$ cat config.mk
export PLATFORM = sky130hd
export DESIGN_NAME = simd_booth_lane_sequencer_flat
export DESIGN_NICKNAME = d
export VERILOG_FILES = /design/src/rtl/simd_booth_lane_sequencer_pkg.sv /design/src/rtl/simd_booth_lane_sequencer_if.sv /design/src/rtl/simd_booth_lane_sequencer_lane_adder.sv /design/src/rtl/simd_booth_lane_sequencer.sv /design/src/flat_wrapper.sv
export SDC_FILE = /design/constraint.sdc
export NUM_CORES = 1
export LEC_CHECK = 0
export CORE_MARGIN = 1.5
export CORE_UTILIZATION = 58
export CTS_CLUSTER_SIZE = 16
export DETAILED_ROUTE_END_ITERATION = 12
export PLACE_DENSITY = 0.89
export RECOVER_POWER = 25
export SYNTH_ARGS = -nofsm -noshare
export SYNTH_HDL_FRONTEND = slang
export SYNTH_SLANG_ARGS = --single-unit
export TNS_END_PERCENT = 5
$ cat constraint.sdc
create_clock -name clk -period 8.9 [get_ports clk]
set_clock_uncertainty 0.15 [all_clocks]
set_input_delay 2.225 -clock clk [delete_from_list [all_inputs] [get_ports clk]]
set_output_delay 2.225 -clock clk [all_outputs]
set_load 0.1 [all_outputs]
$ cat src/rtl/simd_booth_lane_sequencer_pkg.sv
// ---------------------------------------------------------------------------
// booth_simd_pkg
// Shared types and constants for the SIMD Booth lane sequencer.
//   - mode_e  : lane-split encodings (1x16, 2x8, 4x4, illegal)
//   - state_e : sequencer FSM states
//   - lane width / lane count / lane stride / step count per mode
//   - accumulator, operand and product widths
//   - last_step(): counter value at which the final Booth step is taken
// ---------------------------------------------------------------------------
package booth_simd_pkg;

    localparam int OP_W   = 16;
    localparam int ACC_W  = 36;
    localparam int PROD_W = 32;
    localparam int CNT_W  = 5;

    typedef enum logic [1:0] {
        MODE_16      = 2'b00,
        MODE_8       = 2'b01,
        MODE_4       = 2'b10,
        MODE_ILLEGAL = 2'b11
    } mode_e;

    typedef enum logic [1:0] {
        ST_IDLE = 2'b00,
        ST_RUN  = 2'b01,
        ST_DONE = 2'b10
    } state_e;

    // Lane width n, lane count L, lane stride 2n+1 (A, Q and Q-1 bits).
    localparam int LANE_W_16 = 16;
    localparam int LANE_W_8  = 8;
    localparam int LANE_W_4  = 4;
    localparam int LANES_16  = 1;
    localparam int LANES_8   = 2;
    localparam int LANES_4   = 4;
    localparam int STRIDE_16 = 2 * LANE_W_16 + 1;
    localparam int STRIDE_8  = 2 * LANE_W_8 + 1;
    localparam int STRIDE_4  = 2 * LANE_W_4 + 1;

    // One Booth step per multiplier bit.
    localparam int STEPS_16 = LANE_W_16;
    localparam int STEPS_8  = LANE_W_8;
    localparam int STEPS_4  = LANE_W_4;

    // The counter is cleared at start, so the final step is taken when it
    // holds steps-1.
    function automatic logic [CNT_W-1:0] last_step(input mode_e mode);
        case (mode)
            MODE_8:  last_step = CNT_W'(STEPS_8 - 1);
            MODE_4:  last_step = CNT_W'(STEPS_4 - 1);
            default: last_step = CNT_W'(STEPS_16 - 1);
        endcase
    endfunction

endpackage

$ cat src/rtl/simd_booth_lane_sequencer_if.sv
// ---------------------------------------------------------------------------
// simd_booth_lane_sequencer_if
// Bundles the request, shifter and product-handshake signals of the
// sequencer.
//   start/mode/multiplicand/multiplier : operation request (master -> slave)
//   busy                               : sequencer not idle
//   z_out/sum_out/mode_out             : to external arithmetic shifter
//   shifted_in                         : shifter result, next accumulator
//   prod_valid/prod_ready/product      : valid/ready product port
// slave  = the sequencer, master = the requester / shifter / consumer side.
// ---------------------------------------------------------------------------
interface simd_booth_lane_sequencer_if;
    import booth_simd_pkg::*;

    logic              start;
    logic [1:0]        mode;
    logic [OP_W-1:0]   multiplicand;
    logic [OP_W-1:0]   multiplier;
    logic              busy;
    logic [ACC_W-1:0]  z_out;
    logic [OP_W-1:0]   sum_out;
    logic [1:0]        mode_out;
    logic [ACC_W-1:0]  shifted_in;
    logic              prod_valid;
    logic              prod_ready;
    logic [PROD_W-1:0] product;

    modport slave (
        input  start, mode, multiplicand, multiplier, shifted_in, prod_ready,
        output busy, z_out, sum_out, mode_out, prod_valid, product
    );

    modport master (
        output start, mode, multiplicand, multiplier, shifted_in, prod_ready,
        input  busy, z_out, sum_out, mode_out, prod_valid, product
    );

endinterface

$ cat src/rtl/simd_booth_lane_sequencer_lane_adder.sv
// ---------------------------------------------------------------------------
// booth_lane_adder
// Combinational per-lane Booth add/subtract.
//   i_z    : packed accumulator; per lane Q-1 = Z[b], Q = Z[b+n:b+1],
//            A = Z[b+2n:b+n+1], b = k*(2n+1)
//   i_m    : packed signed multiplicand lanes, lane k at [k*n+n-1 : k*n]
//   i_mode : lane split
//   o_sum  : packed n-bit lane sums (A+M, A-M or A), lane k at
//            [k*n+n-1 : k*n]; each lane wraps on its own, no carry crosses
// ---------------------------------------------------------------------------
module booth_lane_adder
    import booth_simd_pkg::*;
(
    input  logic [ACC_W-1:0] i_z,
    input  logic [OP_W-1:0]  i_m,
    input  mode_e            i_mode,
    output logic [OP_W-1:0]  o_sum
);

    logic [OP_W-1:0] w_sum16;
    logic [OP_W-1:0] w_sum8;
    logic [OP_W-1:0] w_sum4;

    // Pair (Q0, Q-1): 01 adds M, 10 subtracts M, 00/11 passes A through.
    // Each lane is computed at its own width, which is what keeps lane
    // carries from leaking into the neighbour.
    for (genvar k = 0; k < LANES_16; k++) begin : g_lane16
        localparam int B = k * STRIDE_16;
        logic [1:0]           w_pair;
        logic [LANE_W_16-1:0] w_a;
        logic [LANE_W_16-1:0] w_m;
        assign w_pair = i_z[B+1:B];
        assign w_a    = i_z[B+2*LANE_W_16:B+LANE_W_16+1];
        assign w_m    = i_m[k*LANE_W_16 +: LANE_W_16];
        assign w_sum16[k*LANE_W_16 +: LANE_W_16] =
            (w_pair == 2'b01) ? w_a + w_m :
            (w_pair == 2'b10) ? w_a - w_m : w_a;
    end

    for (genvar k = 0; k < LANES_8; k++) begin : g_lane8
        localparam int B = k * STRIDE_8;
        logic [1:0]          w_pair;
        logic [LANE_W_8-1:0] w_a;
        logic [LANE_W_8-1:0] w_m;
        assign w_pair = i_z[B+1:B];
        assign w_a    = i_z[B+2*LANE_W_8:B+LANE_W_8+1];
        assign w_m    = i_m[k*LANE_W_8 +: LANE_W_8];
        assign w_sum8[k*LANE_W_8 +: LANE_W_8] =
            (w_pair == 2'b01) ? w_a + w_m :
            (w_pair == 2'b10) ? w_a - w_m : w_a;
    end

    for (genvar k = 0; k < LANES_4; k++) begin : g_lane4
        localparam int B = k * STRIDE_4;
        logic [1:0]          w_pair;
        logic [LANE_W_4-1:0] w_a;
        logic [LANE_W_4-1:0] w_m;
        assign w_pair = i_z[B+1:B];
        assign w_a    = i_z[B+2*LANE_W_4:B+LANE_W_4+1];
        assign w_m    = i_m[k*LANE_W_4 +: LANE_W_4];
        assign w_sum4[k*LANE_W_4 +: LANE_W_4] =
            (w_pair == 2'b01) ? w_a + w_m :
            (w_pair == 2'b10) ? w_a - w_m : w_a;
    end

    // NOTE: every always_comb output gets a default first so no path
    // through the case leaves it unassigned, which would infer a latch.
    always_comb begin
        o_sum = '0;
        case (i_mode)
            MODE_16: o_sum = w_sum16;
            MODE_8:  o_sum = w_sum8;
            MODE_4:  o_sum = w_sum4;
            default: o_sum = '0;
        endcase
    end

endmodule

$ cat src/rtl/simd_booth_lane_sequencer.sv
// ---------------------------------------------------------------------------
// simd_booth_lane_sequencer
// Sequencing / accumulator half of the SIMD Booth multiplier. Holds the
// packed 36-bit accumulator Z, produces per-lane A+-M sums for the external
// arithmetic shifter, registers the shifter result each step and, after n
// steps, presents the packed lane products on a valid/ready port.
//   clk : rising-edge clock
//   rst : synchronous, active-high reset
//   bus : simd_booth_lane_sequencer_if.slave (request, shifter, product)
// ---------------------------------------------------------------------------
module simd_booth_lane_sequencer
    import booth_simd_pkg::*;
(
    input  logic                      clk,
    input  logic                      rst,
    simd_booth_lane_sequencer_if.slave bus
);

    state_e           r_state;
    state_e           w_state_nxt;
    logic [ACC_W-1:0] r_z;
    logic [OP_W-1:0]  r_m;
    mode_e            r_mode;
    logic [CNT_W-1:0] r_cnt;

    mode_e             w_mode_in;
    logic              w_accept;
    logic              w_last;
    logic [ACC_W-1:0]  w_load_z;
    logic [OP_W-1:0]   w_sum;
    logic [PROD_W-1:0] w_prod;
    logic [OP_W-1:0]   w_q;

    assign w_mode_in = mode_e'(bus.mode);
    assign w_q       = bus.multiplier;
    assign w_accept  = (r_state == ST_IDLE) && bus.start && (w_mode_in != MODE_ILLEGAL);
    assign w_last    = (r_cnt == last_step(r_mode));

    // Initial accumulator: per lane A = 0, Q = multiplier lane, Q-1 = 0.
    always_comb begin
        w_load_z = '0;
        case (w_mode_in)
            MODE_8: w_load_z = {2'b00,
                                8'h00, w_q[15:8], 1'b0,
                                8'h00, w_q[7:0],  1'b0};
            MODE_4: w_load_z = {4'h0, w_q[15:12], 1'b0,
                                4'h0, w_q[11:8],  1'b0,
                                4'h0, w_q[7:4],   1'b0,
                                4'h0, w_q[3:0],   1'b0};
            default: w_load_z = {3'b000, 16'h0000, w_q, 1'b0};
        endcase
    end

    // Product lane k is {A,Q} = Z[b+2n : b+1]; the Q-1 bit of each lane
    // is dropped.
    always_comb begin
        w_prod = '0;
        case (r_mode)
            MODE_8: w_prod = {r_z[33:18], r_z[16:1]};
            MODE_4: w_prod = {r_z[35:28], r_z[26:19], r_z[17:10], r_z[8:1]};
            default: w_prod = r_z[32:1];
        endcase
    end

    booth_lane_adder u_lane_adder (
        .i_z    (r_z),
        .i_m    (r_m),
        .i_mode (r_mode),
        .o_sum  (w_sum)
    );

    // NOTE: sequential state uses non-blocking assignments so every register
    // samples pre-edge values regardless of process ordering.
    always_ff @(posedge clk) begin
        if (rst) r_state <= ST_IDLE;
        else     r_state <= w_state_nxt;
    end

    always_comb begin
        w_state_nxt = r_state;
        case (r_state)
            ST_IDLE: if (w_accept)        w_state_nxt = ST_RUN;
            ST_RUN:  if (w_last)          w_state_nxt = ST_DONE;
            ST_DONE: if (bus.prod_ready)  w_state_nxt = ST_IDLE;
            default:                      w_state_nxt = ST_IDLE;
        endcase
    end

    // Datapath registers. Z holds in IDLE (after an ignored start) and in
    // DONE while the consumer stalls.
    always_ff @(posedge clk) begin
        if (rst) begin
            r_z    <= '0;
            r_m    <= '0;
            r_mode <= MODE_16;
            r_cnt  <= '0;
        end else begin
            case (r_state)
                ST_IDLE: begin
                    if (w_accept) begin
                        r_z    <= w_load_z;
                        r_m    <= bus.multiplicand;
                        r_mode <= w_mode_in;
                        r_cnt  <= '0;
                    end
                end
                ST_RUN: begin
                    r_z   <= bus.shifted_in;
                    r_cnt <= r_cnt + 1'b1;
                end
                default: ;
            endcase
        end
    end

    assign bus.busy       = (r_state != ST_IDLE);
    assign bus.z_out      = r_z;
    assign bus.mode_out   = r_mode;
    assign bus.sum_out    = (r_state == ST_RUN)  ? w_sum  : '0;
    assign bus.prod_valid = (r_state == ST_DONE);
    assign bus.product    = (r_state == ST_DONE) ? w_prod : '0;

endmodule

$ cat src/flat_wrapper.sv
// flat-port wrapper written by rule: the top's interface ports become plain ports
module simd_booth_lane_sequencer_flat import booth_simd_pkg::*;
  (clk, rst, bus_start, bus_mode, bus_multiplicand, bus_multiplier, bus_shifted_in, bus_prod_ready, bus_busy, bus_z_out, bus_sum_out, bus_mode_out, bus_prod_valid, bus_product);
  simd_booth_lane_sequencer_if bus_i ();
  input  logic clk;
  input  logic rst;
  input wire logic [$bits(bus_i.start)-1:0] bus_start;
  input wire logic [$bits(bus_i.mode)-1:0] bus_mode;
  input wire logic [$bits(bus_i.multiplicand)-1:0] bus_multiplicand;
  input wire logic [$bits(bus_i.multiplier)-1:0] bus_multiplier;
  input wire logic [$bits(bus_i.shifted_in)-1:0] bus_shifted_in;
  input wire logic [$bits(bus_i.prod_ready)-1:0] bus_prod_ready;
  output wire logic [$bits(bus_i.busy)-1:0] bus_busy;
  output wire logic [$bits(bus_i.z_out)-1:0] bus_z_out;
  output wire logic [$bits(bus_i.sum_out)-1:0] bus_sum_out;
  output wire logic [$bits(bus_i.mode_out)-1:0] bus_mode_out;
  output wire logic [$bits(bus_i.prod_valid)-1:0] bus_prod_valid;
  output wire logic [$bits(bus_i.product)-1:0] bus_product;
  assign bus_i.start = bus_start;
  assign bus_i.mode = bus_mode;
  assign bus_i.multiplicand = bus_multiplicand;
  assign bus_i.multiplier = bus_multiplier;
  assign bus_i.shifted_in = bus_shifted_in;
  assign bus_i.prod_ready = bus_prod_ready;
  assign bus_busy = bus_i.busy;
  assign bus_z_out = bus_i.z_out;
  assign bus_sum_out = bus_i.sum_out;
  assign bus_mode_out = bus_i.mode_out;
  assign bus_prod_valid = bus_i.prod_valid;
  assign bus_product = bus_i.product;
  simd_booth_lane_sequencer u_core (.clk(clk), .rst(rst), .bus(bus_i));
endmodule
==> impl_results.html, run 1 <==
<table>
<tr><th>Metric</th><th>Value</th></tr>
<tr><th colspan="2">Cells and area</th></tr>
<tr><td>Finished Layout Cells</td><td>about 1400</td></tr>
<tr><td>Most common library cell in the layout ignoring fill and taps</td><td>clkdlybuf4s50_1</td></tr>
<tr><td>Count of antenna diodes in the layout</td><td>0</td></tr>
<tr><td>Area Growth Syn to Fin</td><td>23.7%</td></tr>
<tr><td>Final Util</td><td>between 70% and 80%</td></tr>
<tr><td>Fraction of layout instances using a drive strength above 1</td><td>4.97%</td></tr>
<tr><td>Post-route design area</td><td>0.00989 sq mm</td></tr>
<tr><td>Net count of the finished layout</td><td>around 1400</td></tr>
<tr><td>Filler instances</td><td>1032</td></tr>
<tr><td>Top library cells by usage in the layout, fill and taps aside</td><td>clkdlybuf4s50_1, nand2_1, nor2_1, a21oi_1, ha_1</td></tr>
<tr><th colspan="2">Placement</th></tr>
<tr><td>Count of placed standard cells including taps</td><td>roughly 1400</td></tr>
<tr><td>Placer's final routability congestion estimate</td><td>~0.96</td></tr>
<tr><td>Post-placement worst setup slack</td><td>around 2200 ps</td></tr>
<tr><td>Buffers on Ports</td><td>~160</td></tr>
<tr><td>Placement Cell Area</td><td>approximately 0.0096 sq mm</td></tr>
<tr><td>Half-perimeter wire length after placement</td><td>20500 microns</td></tr>
<tr><th colspan="2">Power</th></tr>
<tr><td>Cell area power density</td><td>about 140 mW/mm^2</td></tr>
<tr><td>Max IR drop VDD</td><td>approximately 0.00013 V</td></tr>
<tr><td>Internal power consumption</td><td>approximately 780 uW</td></tr>
<tr><td>Part of the total power dissipated in combinational logic</td><td>between 40% and 50%</td></tr>
<tr><td>Switching power share of the total</td><td>approximately 45%</td></tr>
<tr><td>P_leak</td><td>just under 0.004 uW</td></tr>
<tr><td>Power spent charging and discharging nets</td><td>630 uW</td></tr>
<tr><td>Power share of the clock group</td><td>~26%</td></tr>
<tr><td>Sequential fraction of design power</td><td>about a quarter</td></tr>
<tr><th colspan="2">Synth</th></tr>
<tr><td>Mapped Nets</td><td>about 1300</td></tr>
<tr><td>Number of unique standard cell types used by synthesis</td><td>81</td></tr>
<tr><td>Cells after synthesis</td><td>1100</td></tr>
<tr><td>Simple-gate share of the synthesized area</td><td>20.9%</td></tr>
<tr><td>Mean cell area of the mapped netlist</td><td>between 7 and 8 sq um</td></tr>
<tr><td>Number of enable-type register cells in the synthesized netlist</td><td>0</td></tr>
<tr><td>Xor-xnor portion of the synthesized cell area</td><td>between 5 and 6%</td></tr>
<tr><td>Cell type with the largest total area after synthesis</td><td>dfxtp_1</td></tr>
<tr><td>Syn Std Cell Area</td><td>0.00799 sq mm</td></tr>
<tr><td>Asr flop ratio synth</td><td>0%</td></tr>
<tr><td>Area share of the largest cell type after synthesis</td><td>15.3%</td></tr>
<tr><td>Multiplexer share of the synthesized area</td><td>under 10%</td></tr>
<tr><td>Adder-cell share of the synthesized area</td><td>17.9%</td></tr>
<tr><td>Warnings from Yosys</td><td>0</td></tr>
<tr><td>Synth top area cells</td><td>dfxtp_1, ha_1, a21oi_1</td></tr>
<tr><td>Most frequently used flop master after synthesis</td><td>dfxtp_1</td></tr>
<tr><td>Compound-Gate Fraction of Synth Area</td><td>between 30% and 40%</td></tr>
<tr><td>FF+latch count, synth</td><td>a little over 60</td></tr>
<tr><td>Share of the yosys chip area belonging to registers</td><td>roughly 15%</td></tr>
<tr><td>Main combinational cell family by area after synthesis</td><td>compound AO/OA/AOI/OAI gates</td></tr>
<tr><th colspan="2">Die</th></tr>
<tr><td>Horizontal die dimension</td><td>120 microns</td></tr>
<tr><td>Height of the chip</td><td>~120 microns</td></tr>
<tr><td>Std-Cell Rows</td><td>42</td></tr>
<tr><td>Die Outline Area</td><td>between 0.01 and 0.015 sq mm</td></tr>
<tr><td>Number of top-level design ports</td><td>162</td></tr>
<tr><td>Floorplan core area</td><td>between 0.01 and 0.015 sq mm</td></tr>
<tr><td>Starting density of the core</td><td>around three fifths</td></tr>
<tr><th colspan="2">Setup path</th></tr>
<tr><td>Cell with the biggest individual delay on the critical path</td><td>clkdlybuf4s50_1</td></tr>
<tr><td>Crit-path cells</td><td>clkinv_1, fa_1, nor2b_1, o2111ai_2, a21oi_1, a21boi_1, xnor2_1, a221o_1, a21oi_1, clkdlybuf4s50_1</td></tr>
<tr><td>Data arrival time of the critical path</td><td>approximately 4700 ps</td></tr>
<tr><td>Highest fanout seen on the critical path</td><td>17</td></tr>
<tr><td>Dominant cell type by count on the critical path</td><td>a21oi_1</td></tr>
<tr><td>Biggest cell delay along the critical path</td><td>1160 ps</td></tr>
<tr><td>Kind of end point of the critical path</td><td>output port</td></tr>
<tr><td>Critical Path Source Type</td><td>flip-flop</td></tr>
<tr><td>Kind of critical path</td><td>flip-flop to output port</td></tr>
<tr><td>Required time at the endpoint of the critical path</td><td>~6500 ps</td></tr>
<tr><th colspan="2">Clocking</th></tr>
<tr><td>H-tree depth</td><td>3</td></tr>
<tr><td>Resized cells post-CTS</td><td>0</td></tr>
<tr><td>Number of buffers created by CTS</td><td>9</td></tr>
<tr><td>Clock slew seen by the registers of the worst setup and hold paths</td><td>about 50 ps</td></tr>
<tr><td>Maximum clock insertion buffer count</td><td>2</td></tr>
<tr><td>Cell chosen for the clock root</td><td>clkbuf_16</td></tr>
<tr><td>Clock tree from TritonCTS</td><td>yes</td></tr>
<tr><td>Count of hold buffers inserted by post-cts repair</td><td>0</td></tr>
<tr><td>Clock sink total</td><td>approximately 60</td></tr>
<tr><td>Clock Latency Late Sink</td><td>330 ps</td></tr>
<tr><td>Post-CTS setup buffer count</td><td>0</td></tr>
<tr><th colspan="2">Detailed routing</th></tr>
<tr><td>Vias post-DR</td><td>9002</td></tr>
<tr><td>Number of iterations in the first detailed-routing pass</td><td>7</td></tr>
<tr><td>Routed wire length</td><td>about 28000 microns</td></tr>
<tr><td>Number of vias per cell after detailed routing</td><td>6.50</td></tr>
<tr><td>Routed wire length per instance</td><td>a little under 20 microns</td></tr>
<tr><td>Antenna-violating nets left</td><td>0</td></tr>
<tr><td>Final routed DRC violation total</td><td>0</td></tr>
<tr><td>Drt first-iter violations</td><td>slightly above 1000</td></tr>
<tr><th colspan="2">Timing</th></tr>
<tr><td>Smallest setup slack after layout</td><td>~1800 ps</td></tr>
<tr><td>Final min period</td><td>between 7000 and 8000 ps</td></tr>
<tr><td>Max frequency</td><td>approximately 0.14 GHz</td></tr>
<tr><td>Transition time at the pin with the least slew margin</td><td>about 2800 ps</td></tr>
<tr><td>Total negative slack</td><td>0 ps</td></tr>
<tr><td>Count of final setup violators</td><td>0</td></tr>
<tr><td>Worst slew margin relative to its limit</td><td>-89.7%</td></tr>
<tr><td>Fin crit share</td><td>about four fifths</td></tr>
<tr><td>Final Hold Violating Endpoints</td><td>0</td></tr>
<tr><td>Unrepaired setup endpoints after global routing</td><td>no</td></tr>
<tr><td>Total count of max-transition violations in the final report</td><td>slightly above 60</td></tr>
<tr><th colspan="2">Global routing</th></tr>
<tr><td>Total routing resource utilization after global routing</td><td>a little under two fifths</td></tr>
<tr><td>Wire length of the first global-routing pass</td><td>~43000 microns</td></tr>
<tr><td>Maximum number of pins on one net before global-route repair</td><td>62</td></tr>
<tr><td>Total overflow reported by the global router</td><td>0</td></tr>
<tr><td>Vias in the first global route</td><td>about 8300</td></tr>
<tr><td>Number of antenna violations at the first check in global routing</td><td>0</td></tr>
<tr><th colspan="2">Status</th></tr>
<tr><td>Status</td><td>finished, violations left</td></tr>
<tr><td>Violations in the final reports</td><td>max-capacitance violations, max-slew violations</td></tr>
<tr><th colspan="2">Job</th></tr>
<tr><td>Max-cap violations</td><td>1</td></tr>
<tr><th colspan="2">Hold path</th></tr>
<tr><td>Tightest Hold Check Type</td><td>flip-flop to flip-flop</td></tr>
</table>
-- kinds of logic (layout without fill, tap and decap cells) --
logic type               after synthesis  count (layout)
multiplexers                          12              12
AO/OA/AOI/OAI                        359             359
adder cells (fa/ha/maj)              106             106
AND/OR/NAND/NOR                      361             361
flip-flops                            61              61
XOR/XNOR                              54              54
buffers and inverters                147             255
-- final timing paths --
check	start	endpoint	slack (ps)	cells after the start
worst max-delay path	u_core.bus.z_out[18]	bus_sum_out[8]	1790	10
worst min-delay path	u_core.r_cnt[4]	u_core.r_cnt[4]	340	1
worst max register to register	u_core.r_state[1]	u_core.bus.z_out[22]	6380	6
worst min register to register	u_core.r_cnt[4]	u_core.r_cnt[4]	340	1
-- final cells by class --
cell class / count / area (sq um) / share of cell area (%)
clock buffer: 12 / 267 / 2.70
sequential: 61 / 1220 / 12.4
multi-input combinational: 892 / 6190 / 62.6
tap: 176 / 220 / 2.23
timing repair buffer: 173 / 1700 / 17.1
inverter: 66 / 248 / 2.51
clock inverter: 4 / 45.0 / 0.456
-- power groups by stage --
stage | registers (uW) | logic, uW | clock network [uW]
6_report | 350 | 696 | 360
2_1_floorplan | 430 | 424 | 0
3_5_place_dp | 352 | 682 | 0
5_1_grt | 352 | 744 | 373
4_1_cts | 347 | 686 | 362
3_3_place_gp | 351 | 673 | 0
-- layer usage --
metal / global-route usage [%] / vias to the layer above / share of wire (%)
met5: 0 / - / 0
met1: 50.0 / 4204 / 40
li1: - / 4145 / -
met2: 59.6 / 570 / 45
met4: 13.9 / 0 / 3.5
met3: 7.36 / 83 / 11
-- stage by stage --
stage                     hold slack, ps  total power, uW
after global routing                 337             1470
after CTS                            334             1390
after detailed placement             316             1030
final                                338             1410
after floorplan                      278              854
after global placement               301             1020
-- cells in the mapped netlist (4+ instances only) --
| library cell | n |
|---|---|
| nor2b_1 | 13 |
| mux2i_1 | 9 |
| o31ai_1 | 7 |
| clkbuf_1 | 51 |
| a21oi_1 | 100 |
| xor2_1 | 11 |
| o21ai_1 | 5 |
| nand3_1 | 39 |
| nand2_1 | 117 |
| a311oi_1 | 21 |
| a32oi_1 | 4 |
| inv_1 | 64 |
| a22oi_1 | 31 |
| nor4_1 | 4 |
| a31oi_1 | 16 |
| ha_1 | 92 |
| o211ai_1 | 10 |
| buf_1 | 11 |
| a22o_1 | 4 |
| nor3_1 | 10 |
| or2_2 | 5 |
| a211oi_1 | 27 |
| o21a_1 | 6 |
| o22ai_1 | 8 |
| a221o_1 | 7 |
| buf_2 | 13 |
| xnor2_1 | 43 |
| o221ai_1 | 4 |
| nor2_1 | 112 |
| a21o_1 | 10 |
| o2111ai_1 | 4 |
| dfxtp_1 | 61 |
| nand2b_1 | 23 |
| and2_1 | 16 |
| o21bai_1 | 8 |
| fa_1 | 14 |
| a211o_1 | 4 |
| o21ai_0 | 42 |
| a221oi_1 | 10 |
-- critical path: cells and delay by family, from the launching register on --
| kind | cells | cell delay, ps |
|---|---|---|
| AND/OR/NAND/NOR | 1 | 200 |
| adder cells (fa/ha/maj) | 1 | 570 |
| XOR/XNOR | 1 | 150 |
| buffers and inverters | 2 | 1610 |
| flip-flops | 1 | 700 |
| AO/OA/AOI/OAI | 5 | 1170 |
-- state kept, by name, indices dropped and copies added, names as in the netlist --
| name | count |
|---|---|
| u_core.bus.z_out | 36 |
| u_core.r_state | 2 |
| u_core.bus.mode_out | 2 |
| u_core.r_m | 16 |
| u_core.r_cnt | 5 |
No activity file was read; power rests on OpenSTA's default activity.
==> run 2, diff against run 1 <==
- CORE_UTILIZATION: 58 -> 54
- PLACE_DENSITY: 0.89 -> 0.83
- clock period: 8.9 -> 7.45 ns (I/O delays scaled with it)
==> run 2 against run 1 <==
  * The flow still finishes with violations (max-capacitance violations, max-slew violations)
  * Total power rose by 22%
  * Utilization fell by 5.4 points
  * Cell count rose by 0.94%
  * Combinational power rose by 21%
  * First-iteration DRC count rose by 5.4%
  * Clock power rose by 27%
  * Sequential cell count did not move
  * Worst hold slack got worse by 1.3 ps
  * Global-route usage fell by 2.4 points
  * Largest cell class unchanged
==> impl_results.html, run 2 (synthesis gave the netlist of run 1 again) <==
<table>
<tr><th>Metric</th><th>Value</th></tr>
<tr><th colspan="2">Cells and area</th></tr>
<tr><td>Net count of the finished layout</td><td>1388 (was 1383)</td></tr>
<tr><td>Count of antenna diodes in the layout</td><td>0 (unchanged)</td></tr>
<tr><td>Top library cells by usage in the layout, fill and taps aside</td><td>clkdlybuf4s50_1, nand2_1, nor2_1, a21oi_1, ha_1 (unchanged)</td></tr>
<tr><td>Filler instances</td><td>1238 (was 1032)</td></tr>
<tr><td>Final Util</td><td>68.7% (was 74.1%)</td></tr>
<tr><td>Number of flip-flops in the largest register</td><td>36 (unchanged)</td></tr>
<tr><td>Most common library cell in the layout ignoring fill and taps</td><td>clkdlybuf4s50_1 (unchanged)</td></tr>
<tr><td>Area Growth Syn to Fin</td><td>24.4% (was 23.7%)</td></tr>
<tr><td>Finished Layout Cells</td><td>1397 (was 1384)</td></tr>
<tr><td>Area of the multi-input gates</td><td>0.00619 sq mm (about the same)</td></tr>
<tr><td>Fraction of layout instances using a drive strength above 1</td><td>5.28% (was 4.97%)</td></tr>
<tr><td>Area taken by flip-flops and latches</td><td>0.00122 sq mm (unchanged)</td></tr>
<tr><th colspan="2">Status</th></tr>
<tr><td>Status</td><td>finished, violations left (unchanged)</td></tr>
<tr><td>Violations in the final reports</td><td>max-capacitance violations, max-slew violations (unchanged)</td></tr>
<tr><th colspan="2">Timing</th></tr>
<tr><td>Transition time at the pin with the least slew margin</td><td>2800 ps (was 2840 ps)</td></tr>
<tr><td>Count of final setup violators</td><td>0 (unchanged)</td></tr>
<tr><td>Unrepaired setup endpoints after global routing</td><td>no (unchanged)</td></tr>
<tr><td>Max frequency</td><td>0.155 GHz</td></tr>
<tr><td>Final min period</td><td>between 6000 and 7000 ps</td></tr>
<tr><td>Fin crit share</td><td>between 80 and 90%</td></tr>
<tr><td>Smallest setup slack after layout</td><td>996 ps (was 1790 ps)</td></tr>
<tr><td>Total count of max-transition violations in the final report</td><td>62 (unchanged)</td></tr>
<tr><td>Total negative slack</td><td>0 ps (unchanged)</td></tr>
<tr><td>Worst slew margin relative to its limit</td><td>-86.6% (was -89.7%)</td></tr>
<tr><td>Final Hold Violating Endpoints</td><td>0 (unchanged)</td></tr>
<tr><th colspan="2">Detailed routing</th></tr>
<tr><td>Routed wire length</td><td>28000 microns (was 27500 microns)</td></tr>
<tr><td>Met3 wire len</td><td>3070 microns (was 2920 microns)</td></tr>
<tr><td>Vias post-DR</td><td>8987 (was 9002)</td></tr>
<tr><td>Number of vias per cell after detailed routing</td><td>6.43 (was 6.50)</td></tr>
<tr><td>Number of iterations in the first detailed-routing pass</td><td>6 (was 7)</td></tr>
<tr><td>Metal-1 WL</td><td>11300 microns (was 11100 microns)</td></tr>
<tr><td>Drt first-iter violations</td><td>1070 (was 1015)</td></tr>
<tr><td>Antenna-violating nets left</td><td>0 (unchanged)</td></tr>
<tr><td>Routed wire length per instance</td><td>20.1 microns (was 19.9 microns)</td></tr>
<tr><td>Final routed DRC violation total</td><td>0 (unchanged)</td></tr>
<tr><td>Wire length on met2</td><td>12700 microns (was 12500 microns)</td></tr>
<tr><td>Top Metal Used</td><td>met4 (unchanged)</td></tr>
<tr><th colspan="2">Clocking</th></tr>
<tr><td>Cell chosen for the clock root</td><td>clkbuf_16 (unchanged)</td></tr>
<tr><td>Maximum clock insertion buffer count</td><td>2 (unchanged)</td></tr>
<tr><td>Resized cells post-CTS</td><td>0 (unchanged)</td></tr>
<tr><td>Clock Latency Late Sink</td><td>330 ps (about the same)</td></tr>
<tr><td>Count of hold buffers inserted by post-cts repair</td><td>0 (unchanged)</td></tr>
<tr><td>Number of buffers created by CTS</td><td>9 (unchanged)</td></tr>
<tr><td>Clock tree from TritonCTS</td><td>yes (unchanged)</td></tr>
<tr><td>Clock sink total</td><td>61 (unchanged)</td></tr>
<tr><td>Clock slew seen by the registers of the worst setup and hold paths</td><td>50 ps (about the same)</td></tr>
<tr><td>H-tree depth</td><td>3 (unchanged)</td></tr>
<tr><td>Post-CTS setup buffer count</td><td>0 (unchanged)</td></tr>
<tr><th colspan="2">Power</th></tr>
<tr><td>Max IR drop VDD</td><td>0.000158 V (was 0.000125 V)</td></tr>
<tr><td>Switching power share of the total</td><td>44.2% (was 44.8%)</td></tr>
<tr><td>Internal power consumption</td><td>956 uW (was 776 uW)</td></tr>
<tr><td>Power share of the clock group</td><td>26.8% (was 25.6%)</td></tr>
<tr><td>Power spent charging and discharging nets</td><td>756 uW (was 630 uW)</td></tr>
<tr><td>Cell area power density</td><td>172 mW/mm^2 (was 142 mW/mm^2)</td></tr>
<tr><td>P_leak</td><td>0.00387 uW (was 0.00385 uW)</td></tr>
<tr><td>Part of the total power dissipated in combinational logic</td><td>49.2% (was 49.5%)</td></tr>
<tr><td>Sequential fraction of design power</td><td>24.1% (was 24.9%)</td></tr>
<tr><th colspan="2">Die</th></tr>
<tr><td>Height of the chip</td><td>125 microns (was 120 microns)</td></tr>
<tr><td>Horizontal die dimension</td><td>125 microns (was 120 microns)</td></tr>
<tr><td>Number of top-level design ports</td><td>162 (unchanged)</td></tr>
<tr><td>Die Outline Area</td><td>0.0155 sq mm (was 0.0145 sq mm)</td></tr>
<tr><td>Floorplan core area</td><td>0.0145 sq mm (was 0.0133 sq mm)</td></tr>
<tr><td>Std-Cell Rows</td><td>44 (was 42)</td></tr>
<tr><td>Starting density of the core</td><td>55.2% (was 59.9%)</td></tr>
<tr><th colspan="2">Setup path</th></tr>
<tr><td>Kind of critical path</td><td>flip-flop to output port (unchanged)</td></tr>
<tr><td>Dominant cell type by count on the critical path</td><td>o22ai_1 (was a21oi_1)</td></tr>
<tr><td>Crit-path cells</td><td>clkinv_1, fa_1, nor2b_1, o2111ai_2, nand2_1, a41oi_1, xnor2_1, o22ai_1, o22ai_1, clkdlybuf4s50_1 (was clkinv_1, fa_1, nor2b_1, o2111ai_2, a21oi_1, a21boi_1, xnor2_1, a221o_1, a21oi_1, clkdlybuf4s50_1)</td></tr>
<tr><td>Worst path buffer plus inverter count</td><td>2 (unchanged)</td></tr>
<tr><td>Highest fanout seen on the critical path</td><td>17 (unchanged)</td></tr>
<tr><td>Kind of end point of the critical path</td><td>output port (unchanged)</td></tr>
<tr><td>Cell with the biggest individual delay on the critical path</td><td>clkdlybuf4s50_1 (unchanged)</td></tr>
<tr><td>Data arrival time of the critical path</td><td>4440 ps (was 4740 ps)</td></tr>
<tr><td>Biggest cell delay along the critical path</td><td>1190 ps (was 1160 ps)</td></tr>
<tr><td>Worst-case reg-to-reg path depth</td><td>7 (was 6)</td></tr>
<tr><td>Required time at the endpoint of the critical path</td><td>5440 ps (was 6530 ps)</td></tr>
<tr><td>Total stage count of the critical path</td><td>10 (unchanged)</td></tr>
<tr><td>Critical Path Source Type</td><td>flip-flop (unchanged)</td></tr>
<tr><td>Top Family by Delay on Critical Path</td><td>buffers and inverters (unchanged)</td></tr>
<tr><th colspan="2">Global routing</th></tr>
<tr><td>Wire length of the first global-routing pass</td><td>44200 microns (was 43200 microns)</td></tr>
<tr><td>Total overflow reported by the global router</td><td>0 (unchanged)</td></tr>
<tr><td>Vias in the first global route</td><td>8282 (was 8272)</td></tr>
<tr><td>Maximum number of pins on one net before global-route repair</td><td>62 (unchanged)</td></tr>
<tr><td>Total routing resource utilization after global routing</td><td>34.9% (was 37.4%)</td></tr>
<tr><td>Number of antenna violations at the first check in global routing</td><td>0 (unchanged)</td></tr>
<tr><th colspan="2">Job</th></tr>
<tr><td>Max-cap violations</td><td>1 (unchanged)</td></tr>
<tr><th colspan="2">Placement</th></tr>
<tr><td>Half-perimeter wire length after placement</td><td>20900 microns (was 20500 microns)</td></tr>
<tr><td>Placer's final routability congestion estimate</td><td>1.02 (was 0.959)</td></tr>
<tr><td>Count of placed standard cells including taps</td><td>1381 (was 1368)</td></tr>
<tr><td>Post-placement worst setup slack</td><td>1370 ps (was 2180 ps)</td></tr>
<tr><td>Buffers on Ports</td><td>161 (unchanged)</td></tr>
<tr><th colspan="2">Hold path</th></tr>
<tr><td>Tightest Hold Check Type</td><td>flip-flop to flip-flop (unchanged)</td></tr>
<tr><td>Number of cells traversed by the worst hold path</td><td>1 (unchanged)</td></tr>
</table>
[run 2: changes by cell type in the layout (fill, tap and decap cells not counted), moves of 2 or more]
cell / previous run / this run
buf_4: 12 / 19
clkinv_2: 3 / 0
clkbuf_1: 1 / 3
clkdlybuf4s50_1: 154 / 152
[run 2: worst paths after layout]
kind | from | to | slack (ps)
worst max register to register | u_core.r_state[1] | u_core.bus.z_out[10] | 4670
worst max-delay path | u_core.bus.z_out[18] | bus_sum_out[10] | 1000
worst min register to register | u_core.r_cnt[4] | u_core.r_cnt[4] | 340
worst min-delay path | u_core.r_cnt[4] | u_core.r_cnt[4] | 340
[run 2: power groups by stage]
stage               combinational (uW)  clock (uW)  sequential [uW]
floorplan                          507           0              514
global placement                   812           0              414
detailed placement                 824           0              416
CTS                                829         461              409
global route                       899         477              415
finish                             842         458              412
[run 2: through the flow]
| step | power (uW) | hold WS (ps) | cell area (sq um) |
|---|---|---|---|
| 2_1_floorplan | 1020 | 278 | 7990 |
| 3_3_place_gp | 1230 | 299 | 9620 |
| 3_5_place_dp | 1240 | 311 | 9620 |
| 4_1_cts | 1700 | 322 | 9940 |
| 5_1_grt | 1790 | 358 | 9940 |
| 6_report | 1710 | 336 | 9940 |
[run 2: cell type report]
class,instances,share of cell area [%]
flip-flops and latches,61,12.3
multi-input cells,892,62.2
well taps,184,2.32
clock buffers,13,2.62
repair buffers,178,17.4
inverters,66,2.49
clock inverters,3,0.680
[run 2: per-layer routing]
metal | global-route usage (%) | vias to the layer above
met5 | 0 | -
met4 | 11.6 | 0
met3 | 6.06 | 91
met2 | 56.9 | 574
met1 | 46.8 | 4158
li1 | - | 4164
==> run 3, diff against run 2 <==
- CELL_PAD_IN_SITES_DETAIL_PLACEMENT: unset -> 1
- CELL_PAD_IN_SITES_GLOBAL_PLACEMENT: unset -> 1
- CORE_MARGIN: 1.5 -> unset
- CORE_UTILIZATION: 54 -> 38
- PLACE_DENSITY: 0.83 -> unset
- PLACE_DENSITY_LB_ADDON: unset -> 0.1
==> run 3 against run 2 <==
  * The run still ends with max-capacitance violations, max-slew violations left
  * Via count decreased by 1.4%
  * Register-to-register slack improved by 220 ps
  * Maximum frequency about the same
  * Largest power group unchanged
  * Combinational power increased by 3.6%
==> impl_results.html, run 3 (synthesis gave the netlist of run 1 again) <==
<table>
<tr><th>Metric</th><th>Value</th></tr>
<tr><th colspan="2">Timing</th></tr>
<tr><td>Final hold slack</td><td>324 ps (was 336 ps)</td></tr>
<tr><td>Worst slew margin relative to its limit</td><td>-114% (was -86.6%)</td></tr>
<tr><td>Unrepaired setup endpoints after global routing</td><td>no (unchanged)</td></tr>
<tr><td>Total negative slack</td><td>0 ps (unchanged)</td></tr>
<tr><td>Transition time at the pin with the least slew margin</td><td>3210 ps (was 2800 ps)</td></tr>
<tr><td>Max frequency</td><td>0.155 GHz (about the same)</td></tr>
<tr><td>Fin crit share</td><td>86.6% (about the same)</td></tr>
<tr><td>Total count of max-transition violations in the final report</td><td>62 (unchanged)</td></tr>
<tr><td>Final Hold Violating Endpoints</td><td>0 (unchanged)</td></tr>
<tr><td>Final min period</td><td>6450 ps (about the same)</td></tr>
<tr><td>Smallest setup slack after layout</td><td>996 ps (about the same)</td></tr>
<tr><td>Count of final setup violators</td><td>0 (unchanged)</td></tr>
<tr><th colspan="2">Clocking</th></tr>
<tr><td>Cell chosen for the clock root</td><td>clkbuf_16 (unchanged)</td></tr>
<tr><td>Maximum clock insertion buffer count</td><td>2 (unchanged)</td></tr>
<tr><td>Number of buffers created by CTS</td><td>9 (unchanged)</td></tr>
<tr><td>H-tree depth</td><td>3 (unchanged)</td></tr>
<tr><td>Clock slew seen by the registers of the worst setup and hold paths</td><td>60 ps (was 50 ps)</td></tr>
<tr><td>Clock tree from TritonCTS</td><td>yes (unchanged)</td></tr>
<tr><td>Resized cells post-CTS</td><td>0 (unchanged)</td></tr>
<tr><td>Clock sink total</td><td>61 (unchanged)</td></tr>
<tr><td>Count of hold buffers inserted by post-cts repair</td><td>0 (unchanged)</td></tr>
<tr><td>Clock Latency Late Sink</td><td>340 ps (was 330 ps)</td></tr>
<tr><td>Post-CTS setup buffer count</td><td>0 (unchanged)</td></tr>
<tr><th colspan="2">Die</th></tr>
<tr><td>Die Outline Area</td><td>0.0216 sq mm (was 0.0155 sq mm)</td></tr>
<tr><td>Starting density of the core</td><td>39.1% (was 55.2%)</td></tr>
<tr><td>Horizontal die dimension</td><td>147 microns (was 125 microns)</td></tr>
<tr><td>Floorplan core area</td><td>0.0204 sq mm (was 0.0145 sq mm)</td></tr>
<tr><td>Std-Cell Rows</td><td>52 (was 44)</td></tr>
<tr><td>Height of the chip</td><td>147 microns (was 125 microns)</td></tr>
<tr><td>Number of top-level design ports</td><td>162 (unchanged)</td></tr>
<tr><th colspan="2">Power</th></tr>
<tr><td>Cell area power density</td><td>173 mW/mm^2 (was 172 mW/mm^2)</td></tr>
<tr><td>Power after layout</td><td>1750 uW (was 1710 uW)</td></tr>
<tr><td>P_leak</td><td>0.00392 uW (was 0.00387 uW)</td></tr>
<tr><td>Max IR drop VDD</td><td>0.000106 V (was 0.000158 V)</td></tr>
<tr><th colspan="2">Cells and area</th></tr>
<tr><td>Number of flip-flops in the largest register</td><td>36 (unchanged)</td></tr>
<tr><td>Top library cells by usage in the layout, fill and taps aside</td><td>clkdlybuf4s50_1, nand2_1, nor2_1, a21oi_1, ha_1 (unchanged)</td></tr>
<tr><td>Fraction of layout instances using a drive strength above 1</td><td>6.06% (was 5.28%)</td></tr>
<tr><td>Net count of the finished layout</td><td>1397 (was 1388)</td></tr>
<tr><td>Most common library cell in the layout ignoring fill and taps</td><td>clkdlybuf4s50_1 (unchanged)</td></tr>
<tr><td>Final Util</td><td>49.4% (was 68.7%)</td></tr>
<tr><td>Count of antenna diodes in the layout</td><td>0 (unchanged)</td></tr>
<tr><td>Area Growth Syn to Fin</td><td>26.4% (was 24.4%)</td></tr>
<tr><th colspan="2">Placement</th></tr>
<tr><td>Half-perimeter wire length after placement</td><td>25100 microns (was 20900 microns)</td></tr>
<tr><td>Placer's final routability congestion estimate</td><td>0.954 (was 1.02)</td></tr>
<tr><td>Buffers on Ports</td><td>161 (unchanged)</td></tr>
<tr><td>Post-placement worst setup slack</td><td>1420 ps (was 1370 ps)</td></tr>
<tr><th colspan="2">Setup path</th></tr>
<tr><td>Critical Path Source Type</td><td>flip-flop (unchanged)</td></tr>
<tr><td>Kind of critical path</td><td>flip-flop to output port (unchanged)</td></tr>
<tr><td>Kind of end point of the critical path</td><td>output port (unchanged)</td></tr>
<tr><td>Data arrival time of the critical path</td><td>4440 ps (about the same)</td></tr>
<tr><td>Required time at the endpoint of the critical path</td><td>5440 ps (about the same)</td></tr>
<tr><td>Highest fanout seen on the critical path</td><td>7 (was 17)</td></tr>
<tr><th colspan="2">Global routing</th></tr>
<tr><td>Wire length of the first global-routing pass</td><td>50100 microns (was 44200 microns)</td></tr>
<tr><td>Total overflow reported by the global router</td><td>0 (unchanged)</td></tr>
<tr><td>Maximum number of pins on one net before global-route repair</td><td>62 (unchanged)</td></tr>
<tr><td>Vias in the first global route</td><td>8734 (was 8282)</td></tr>
<tr><td>Number of antenna violations at the first check in global routing</td><td>0 (unchanged)</td></tr>
<tr><td>Total routing resource utilization after global routing</td><td>30.0% (was 34.9%)</td></tr>
<tr><th colspan="2">Status</th></tr>
<tr><td>Status</td><td>finished, violations left (unchanged)</td></tr>
<tr><td>Violations in the final reports</td><td>max-capacitance violations, max-slew violations (unchanged)</td></tr>
<tr><th colspan="2">Detailed routing</th></tr>
<tr><td>Vias post-DR</td><td>8864 (was 8987)</td></tr>
<tr><td>Number of iterations in the first detailed-routing pass</td><td>5 (was 6)</td></tr>
<tr><td>Drt first-iter violations</td><td>548 (was 1070)</td></tr>
<tr><td>Final routed DRC violation total</td><td>0 (unchanged)</td></tr>
<tr><td>Number of vias per cell after detailed routing</td><td>5.95 (was 6.43)</td></tr>
<tr><td>Antenna-violating nets left</td><td>0 (unchanged)</td></tr>
<tr><td>Routed wire length per instance</td><td>22.1 microns (was 20.1 microns)</td></tr>
<tr><td>Routed wire length</td><td>33000 microns (was 28000 microns)</td></tr>
<tr><th colspan="2">Hold path</th></tr>
<tr><td>Tightest Hold Check Type</td><td>flip-flop to flip-flop (unchanged)</td></tr>
<tr><th colspan="2">Job</th></tr>
<tr><td>Max-cap violations</td><td>1 (unchanged)</td></tr>
</table>
[run 3: per-layer routing]
layer	track usage (%)	vias up	share of wire, %
met5	0	-	0
met4	7.06	0	1.2
met3	2.76	30	4.7
met2	48.8	254	46
met1	42.6	4412	48
li1	-	4168	-
[run 3: where the power goes]
group / switching, uW / internal [uW]
sequential: 55.3 / 350
clock: 169 / 300
combinational: 572 / 299
total: 796 / 949
[run 3: final cells by class]
class                   count  area, sq um
multi-input cells         892         6190
clock buffers              11          243
clock inverters             4         72.6
inverters                  66          248
well taps                 270          338
flip-flops and latches     61         1220
fillers                  2590        10300
repair buffers            187         1790
[run 3: stage by stage]
step | instances | area (sq um)
floorplan | 1100 | 7990
global placement | 1476 | 9790
detailed placement | 1476 | 9790
CTS | 1491 | 10100
global route | 1491 | 10100
finish | 1491 | 10100
[run 3: worst max-delay path, cell delays in order, from the launching register on]
cell,delay [ps]
dfxtp_1,510
inv_1,270
ha_1,360
nand2b_4,160
a2111oi_4,430
o311ai_0,190
nor3b_2,200
xnor2_1,130
a211oi_1,480
a221o_1,220
clkdlybuf4s50_1,1140
[run 3: worst paths after layout]
check                                  startpoint              endpoint  slack (ps)  cells past startpoint
worst min register to register    u_core.r_cnt[4]       u_core.r_cnt[4]         320                      1
worst max register to register  u_core.r_state[1]  u_core.bus.z_out[23]        4890                      5
worst max-delay path                u_core.r_m[1]       bus_sum_out[15]        1000                     10
worst min-delay path              u_core.r_cnt[4]       u_core.r_cnt[4]         320                      1
